===== src/rtl/ahb_controller_arbiter_if.sv =====
// AHB-Lite manager bus bundle between the controller/arbiter and the AHB mux.
interface ahb_bus_if;
   logic [31:0] haddr;
   logic [2:0]  hburst;
   logic [2:0]  hsize;
   logic [1:0]  htrans;
   logic [31:0] hwdata;
   logic        hwrite;
   logic [31:0] hrdata;
   logic        hready;
   logic        hresp;

   modport controller_to_mux (
      output haddr, hburst, hsize, htrans, hwdata, hwrite,
      input  hrdata, hready, hresp
   );

   modport mux_to_controller (
      input  haddr, hburst, hsize, htrans, hwdata, hwrite,
      output hrdata, hready, hresp
   );
endinterface


===== src/rtl/ahb_controller_arbiter.sv =====
// Two-port AHB-Lite manager front end: arbitrates fetch (port 0) and data
// (port 1) requests into single non-overlapped AHB-Lite transfers.
module ahb_controller_arbiter #(
   parameter bit RR_EN = 1'b1
) (
   input  logic                 clk,
   input  logic                 nrst,
   ahb_bus_if.controller_to_mux ahb,
   input  logic                 m0_req,
   input  logic                 m0_wen,
   input  logic [31:0]          m0_addr,
   input  logic [31:0]          m0_wdata,
   input  logic [1:0]           m0_size,
   output logic [31:0]          m0_rdata,
   output logic                 m0_ready,
   output logic                 m0_err,
   input  logic                 m1_req,
   input  logic                 m1_wen,
   input  logic [31:0]          m1_addr,
   input  logic [31:0]          m1_wdata,
   input  logic [1:0]           m1_size,
   output logic [31:0]          m1_rdata,
   output logic                 m1_ready,
   output logic                 m1_err
);
   localparam logic [1:0] HTRANS_IDLE   = 2'b00;
   localparam logic [1:0] HTRANS_NONSEQ = 2'b10;

   typedef enum logic [1:0] {IDLE, ADDR, DATA, MERR} state_t;

   typedef struct packed {
      logic        wen;
      logic [31:0] addr;
      logic [31:0] wdata;
      logic [1:0]  size;
   } req_t;

   state_t          state;
   logic            prio;
   logic            owner;
   logic [31:0]     wdata_q;

   req_t [1:0]      mreq;
   logic [1:0]      reqv;
   logic            gnt;
   req_t            sel;
   logic            misaligned;

   logic            done;
   logic            err_c;
   logic [31:0]     rdata_c;
   logic [1:0]      rdy;
   logic [1:0]      errv;
   logic [1:0][31:0] rdat;

   assign mreq[0] = {m0_wen, m0_addr, m0_wdata, m0_size};
   assign mreq[1] = {m1_wen, m1_addr, m1_wdata, m1_size};
   assign reqv    = {m1_req, m0_req};

   // Port 1 wins when alone, or on a tie when round-robin points at it.
   always_comb begin
      gnt        = reqv[1] & (~reqv[0] | (RR_EN & prio));
      sel        = mreq[gnt];
      misaligned = (sel.size == 2'd3)
                 | ((sel.size == 2'd1) & sel.addr[0])
                 | ((sel.size == 2'd2) & (|sel.addr[1:0]));
   end

   always_ff @(posedge clk or negedge nrst) begin
      if (!nrst) begin
         state      <= IDLE;
         prio       <= 1'b0;
         owner      <= 1'b0;
         wdata_q    <= '0;
         ahb.htrans <= HTRANS_IDLE;
         ahb.haddr  <= '0;
         ahb.hwdata <= '0;
         ahb.hwrite <= 1'b0;
         ahb.hsize  <= '0;
      end else begin
         case (state)
            IDLE: if (|reqv) begin
               owner   <= gnt;
               wdata_q <= sel.wdata;
               if (RR_EN) prio <= ~gnt;
               if (misaligned) begin
                  state <= MERR;
               end else begin
                  state      <= ADDR;
                  ahb.htrans <= HTRANS_NONSEQ;
                  ahb.haddr  <= sel.addr;
                  ahb.hwrite <= sel.wen;
                  ahb.hsize  <= {1'b0, sel.size};
               end
            end
            ADDR: if (ahb.hready) begin
               state      <= DATA;
               ahb.htrans <= HTRANS_IDLE;
               ahb.hwdata <= wdata_q;
            end
            // hresp with hready low is the first error cycle: just wait.
            DATA: if (ahb.hready) state <= IDLE;
            default: state <= IDLE;
         endcase
      end
   end

   assign ahb.hburst = 3'b000;

   always_comb begin
      done    = ((state == DATA) & ahb.hready) | (state == MERR);
      err_c   = (state == MERR) | ahb.hresp;
      rdata_c = (state == DATA) ? ahb.hrdata : '0;
   end

   for (genvar n = 0; n < 2; n++) begin : g_port
      assign rdy[n]  = done & (owner == 1'(n));
      assign errv[n] = rdy[n] & err_c;
      assign rdat[n] = rdy[n] ? rdata_c : '0;
   end

   assign m0_ready = rdy[0];
   assign m0_err   = errv[0];
   assign m0_rdata = rdat[0];
   assign m1_ready = rdy[1];
   assign m1_err   = errv[1];
   assign m1_rdata = rdat[1];
endmodule


===== src/flat_wrapper.sv =====
// flat-port wrapper written by rule: the top's interface ports become plain ports
module ahb_controller_arbiter_flat 
#(
   parameter bit RR_EN = 1'b1
)
  (clk, nrst, m0_req, m0_wen, m0_addr, m0_wdata, m0_size, m0_rdata, m0_ready, m0_err, m1_req, m1_wen, m1_addr, m1_wdata, m1_size, m1_rdata, m1_ready, m1_err, ahb_haddr, ahb_hburst, ahb_hsize, ahb_htrans, ahb_hwdata, ahb_hwrite, ahb_hrdata, ahb_hready, ahb_hresp);
  ahb_bus_if ahb_i ();
  input  logic clk;
  input  logic nrst;
  input  logic m0_req;
  input  logic m0_wen;
  input  logic [31:0] m0_addr;
  input  logic [31:0] m0_wdata;
  input  logic [1:0] m0_size;
  output logic [31:0] m0_rdata;
  output logic m0_ready;
  output logic m0_err;
  input  logic m1_req;
  input  logic m1_wen;
  input  logic [31:0] m1_addr;
  input  logic [31:0] m1_wdata;
  input  logic [1:0] m1_size;
  output logic [31:0] m1_rdata;
  output logic m1_ready;
  output logic m1_err;
  output wire logic [$bits(ahb_i.haddr)-1:0] ahb_haddr;
  output wire logic [$bits(ahb_i.hburst)-1:0] ahb_hburst;
  output wire logic [$bits(ahb_i.hsize)-1:0] ahb_hsize;
  output wire logic [$bits(ahb_i.htrans)-1:0] ahb_htrans;
  output wire logic [$bits(ahb_i.hwdata)-1:0] ahb_hwdata;
  output wire logic [$bits(ahb_i.hwrite)-1:0] ahb_hwrite;
  input wire logic [$bits(ahb_i.hrdata)-1:0] ahb_hrdata;
  input wire logic [$bits(ahb_i.hready)-1:0] ahb_hready;
  input wire logic [$bits(ahb_i.hresp)-1:0] ahb_hresp;
  assign ahb_haddr = ahb_i.haddr;
  assign ahb_hburst = ahb_i.hburst;
  assign ahb_hsize = ahb_i.hsize;
  assign ahb_htrans = ahb_i.htrans;
  assign ahb_hwdata = ahb_i.hwdata;
  assign ahb_hwrite = ahb_i.hwrite;
  assign ahb_i.hrdata = ahb_hrdata;
  assign ahb_i.hready = ahb_hready;
  assign ahb_i.hresp = ahb_hresp;
  ahb_controller_arbiter #(.RR_EN(RR_EN)) u_core (.clk(clk), .nrst(nrst), .ahb(ahb_i), .m0_req(m0_req), .m0_wen(m0_wen), .m0_addr(m0_addr), .m0_wdata(m0_wdata), .m0_size(m0_size), .m0_rdata(m0_rdata), .m0_ready(m0_ready), .m0_err(m0_err), .m1_req(m1_req), .m1_wen(m1_wen), .m1_addr(m1_addr), .m1_wdata(m1_wdata), .m1_size(m1_size), .m1_rdata(m1_rdata), .m1_ready(m1_ready), .m1_err(m1_err));
endmodule

===== config.mk =====
export PLATFORM = sky130hd
export DESIGN_NAME = ahb_controller_arbiter_flat
export DESIGN_NICKNAME = d
export VERILOG_FILES = /design/src/rtl/ahb_controller_arbiter_if.sv /design/src/rtl/ahb_controller_arbiter.sv /design/src/flat_wrapper.sv
export SDC_FILE = /design/constraint.sdc
export NUM_CORES = 1
export LEC_CHECK = 0
export ABC_AREA = 1
export CAP_MARGIN = 20
export CORE_AREA = 2 2 123 125
export CTS_BUF_LIST = sky130_fd_sc_hd__clkbuf_2
export CTS_CLUSTER_DIAMETER = 200
export DETAILED_ROUTE_END_ITERATION = 12
export DIE_AREA = 0 0 125 127
export GPL_TIMING_DRIVEN = 0
export PLACE_DENSITY = 0.79
export SETUP_SLACK_MARGIN = 0.02
export SYNTH_ARGS = -nofsm -noshare
export SYNTH_HDL_FRONTEND = slang
export SYNTH_SLANG_ARGS = --single-unit
export TNS_END_PERCENT = 100

===== constraint.sdc =====
create_clock -name clk -period 2.5 [get_ports clk]
set_input_delay 0.75 -clock clk [delete_from_list [all_inputs] [get_ports clk]]
set_output_delay 0.75 -clock clk [all_outputs]
set_load 0.01 [all_outputs]

==> impl_metrics.json <==
{
  "status": "finished with violations",
  "violations": "negative setup slack",
  "holdWs_ns": 0.165,
  "path_delay_family": "buffers and inverters",
  "timing.final.hold_violations": 0,
  "switching_share": 0.406,
  "placed_area_um2": 8750,
  "crit_start": "u_core.state[0]$_DFFE_PN0P_",
  "track_usage": 0.235,
  "rsz0062_at_grt": "yes",
  "path_clk_slew_ns": 0.33,
  "sequentialPowerShare": 0.344,
  "start_util": 0.375,
  "synth.most_common_cell": "dfrtp_1",
  "reg2reg_from": "u_core.state[0]$_DFFE_PN0P_",
  "worst_slack_ns": -0.219,
  "die-height_um": 127,
  "fp.dieW_um": 125,
  "yosys.area.top_type": "dfrtp_1",
  "period_share": 1.09,
  "seq_area_um2": 2600,
  "powerDensity_nw_per_um2": 918,
  "synthTopCellsByCount": "104 x dfrtp_1, 91 x nand2_1, 77 x inv_1, 64 x nor3_1, 57 x nand3_1",
  "syn2layout_area_growth_pct": 68.2,
  "cap_violations": 0,
  "rrSetupSlack_ns": 0.70,
  "dp_cells": 1090,
  "nFillCells": 1222,
  "routed-via-count": 5536,
  "slew_headroom": 0.524,
  "p_int_mw": 4.97,
  "antenna_found_initial": 0,
  "critPathCaptureType": "primary output",
  "period_minus_slack_ns": 2.72,
  "ff2ff_path_depth": 8,
  "ioPinCount": 313,
  "worst_pin_slew_ns": 0.714,
  "ys.flop_type": "dfrtp_1",
  "multi_input_area_um2": 2580,
  "clock_path_buffers": 2,
  "cp-endpoint": "m0_rdata[27]",
  "crit_fanout": 10,
  "hold_path.class": "primary input to asynchronous set/reset pin",
  "fin_area_um2": 9100,
  "wirelength_um": 19000,
  "synth_top_area_frac": 0.481,
  "path_cells": "inv_2 -> a21oi_2 -> inv_2 -> nor2_4 -> inv_6 -> buf_6 -> nor3_1 -> buf_2",
  "fmax_mhz": 368,
  "power_leakage_nw": 4.36,
  "insertion_delay_ns": 0.58,
  "layoutNonFillerInstCount": 1120,
  "ys_ff_latch": 104,
  "grt.overflow.total": 0,
  "p_sw_mw": 3.39,
  "diodes": 0,
  "grt_pass1_wl_um": 29700,
  "synthesis.area_um2": 5410,
  "crit_arrival_ns": 1.97,
  "async_flop_share": 1.00,
  "crit_slowest_cell": "dfrtp_1",
  "synth_area_leaders": "dfrtp_1 48%, nand2_1 6.3%, nor3_1 5.9%",
  "num-nets-final": 1103,
  "synthCells": 595,
  "rows": 44,
  "portBuffers": 306,
  "dieArea_um2": 15900,
  "cts_tree": "yes",
  "critPathBufInv": 5,
  "cts-htree-levels": 3,
  "ir_drop_uv": 572,
  "ctsHoldBuffers": 0,
  "synth_area_per_cell_um2": 9.10,
  "crit_cells": 8,
  "dp.final_hpwl_um": 14600,
  "gp_congestion": 0.804,
  "cts_made_buffers": 9,
  "drt_iter0_drc": 190,
  "wl_per_cell_um": 17.0,
  "reg2reg_to": "u_core.wdata_q[18]$_DFFE_PN0P_",
  "layout-drive-gt1-share": 0.287,
  "cts_sinks": 104,
  "synth_edf_count": 0,
  "clock-root-buffer": "clkbuf_2",
  "setup_violations": 67,
  "grt_max_degree": 54,
  "critPathRequiredTime_ns": 1.75,
  "worstSetupPathType": "flip-flop to primary output",
  "critical-path-max-stage-delay_ns": 0.47,
  "post-route-drc-count": 0,
  "drt-pass1-iter-count": 5,
  "yosysSeqAreaShare": 0.481,
  "ys.warnings.count": 0,
  "ant_nets": 0,
  "startpoint_type": "flip-flop",
  "p_comb_frac": 0.556,
  "p_clk_frac": 0.100,
  "worst_path_most_repeated_cell": "inv_2",
  "clock_skew_ns": 0.0461,
  "report.final.slew_viol_count": 0,
  "first_global_vias": 5559,
  "synthDistinctLibCells": 28,
  "finalSetupTns_ns": -10.45,
  "core_area_um2": 14400,
  "viasPerCell": 4.94
}
[through the flow]
step | utilization | power, mW | worst slack [ns]
floorplan | - | 5.12 | 0.0404
global placement | 0.605 | 7.14 | -3.40
detailed placement | 0.606 | 7.22 | -1.09
CTS | 0.623 | 8.35 | -0.268
global route | 0.631 | 8.96 | -0.442
finish | 0.631 | 8.36 | -0.219
[metal layers]
layer / GRT usage / up-vias / routed length (um)
met5: 0 / - / 0
met4: 0.0752 / 0 / 422
met3: 0.0838 / 29 / 1850
met2: 0.430 / 262 / 9850
met1: 0.255 / 2587 / 6910
li1: - / 2658 / -
[final cells by class]
cell class | instances | area share
repair buffers | 321 | 0.316
clock buffers | 9 | 0.00495
clock inverters | 7 | 0.00838
inverters | 78 | 0.0330
flip-flops and latches | 104 | 0.286
well taps | 184 | 0.0253
plain buffers | 51 | 0.0429
multi-input cells | 366 | 0.284
[what timing repair did]
| item | 4_1_cts | 5_1_grt |
|---|---|---|
| cloned | 3 | 0 |
| resized for setup | 384 | 24 |
| pin swaps | 3 | 3 |
| setup endpoints to repair | 68 | 68 |
| endpoints found under the hold margin | 0 | 0 |
| buffers inserted | 8 | 3 |
[kinds of logic after synthesis]
group | share of synthesized area
AO/OA/AOI/OAI | 0.0964
other | 0.000693
buffers and inverters | 0.114
flip-flops | 0.481
multiplexers | 0.0948
AND/OR/NAND/NOR | 0.213
[sequential cells by signal, summed over array words and instances, names as in the netlist]
| name | cells |
|---|---|
| u_core.ahb.haddr | 32 |
| u_core.ahb.hwdata | 32 |
| u_core.wdata_q | 32 |
| u_core.ahb.hsize | 2 |
| u_core.state | 2 |
| u_core.ahb.htrans | 1 |
| u_core.ahb.hwrite | 1 |
| u_core.owner | 1 |
| u_core.prio | 1 |
[worst register-to-register path, stage by stage (launching register included)]
cell and delay (ns):
dfrtp_1 0.47, inv_2 0.07, buf_4 0.13, buf_4 0.12
nand2_1 0.16, inv_1 0.08, nand3_1 0.25, buf_2 0.30
o221ai_1 0.14
[power by group through the flow]
stage | logic (mW) | clock network (mW) | registers (mW)
after floorplan | 2.04 | 0 | 3.08
after global placement | 4.26 | 0 | 2.88
after detailed placement | 4.32 | 0 | 2.90
after CTS | 4.61 | 0.874 | 2.87
after global routing | 5.05 | 0.943 | 2.96
final | 4.65 | 0.836 | 2.88
[how the worst min path moves through the flow]
stage	startpoint	endpoint	slack, ns	cells after the start
4_1_cts	nrst	u_core.wdata_q[8]$_DFFE_PN0P_	0.12	1
3_5_place_dp	u_core.ahb.htrans[1]$_DFFE_PN0P_	u_core.ahb.htrans[1]$_DFFE_PN0P_	0.46	2
5_1_grt	nrst	u_core.ahb.hsize[1]$_DFFE_PN0P_	0.13	1
6_report	nrst	u_core.ahb.hwdata[6]$_DFFE_PN0P_	0.16	1
3_3_place_gp	u_core.ahb.htrans[1]$_DFFE_PN0P_	u_core.ahb.htrans[1]$_DFFE_PN0P_	0.46	2
2_1_floorplan	nrst	u_core.ahb.haddr[0]$_DFFE_PN0P_	0.45	0
[layout by cell type, fill, tap and decap left out, drive strengths merged]
| master | netlist | final |
|---|---|---|
| clkbuf | 12 | 18 |
| nor2 | 8 | 8 |
| nor3 | 64 | 64 |
| mux2 | 18 | 18 |
| bufinv | 0 | 1 |
| nand4 | 18 | 18 |
| clkinvlp | 0 | 2 |
| mux2i | 31 | 31 |
| a21oi | 2 | 2 |
| nand2 | 95 | 95 |
| conb | 1 | 5 |
| nand3 | 57 | 57 |
| o221ai | 14 | 14 |
| clkdlybuf4s50 | 0 | 236 |
| inv | 78 | 81 |
| clkinv | 0 | 1 |
| nand3b | 1 | 1 |
| dlygate4sd2 | 0 | 1 |
| buf | 39 | 126 |
| o21ai | 53 | 53 |
| dfrtp | 104 | 104 |
No activity file was read; power rests on OpenSTA's default activity.
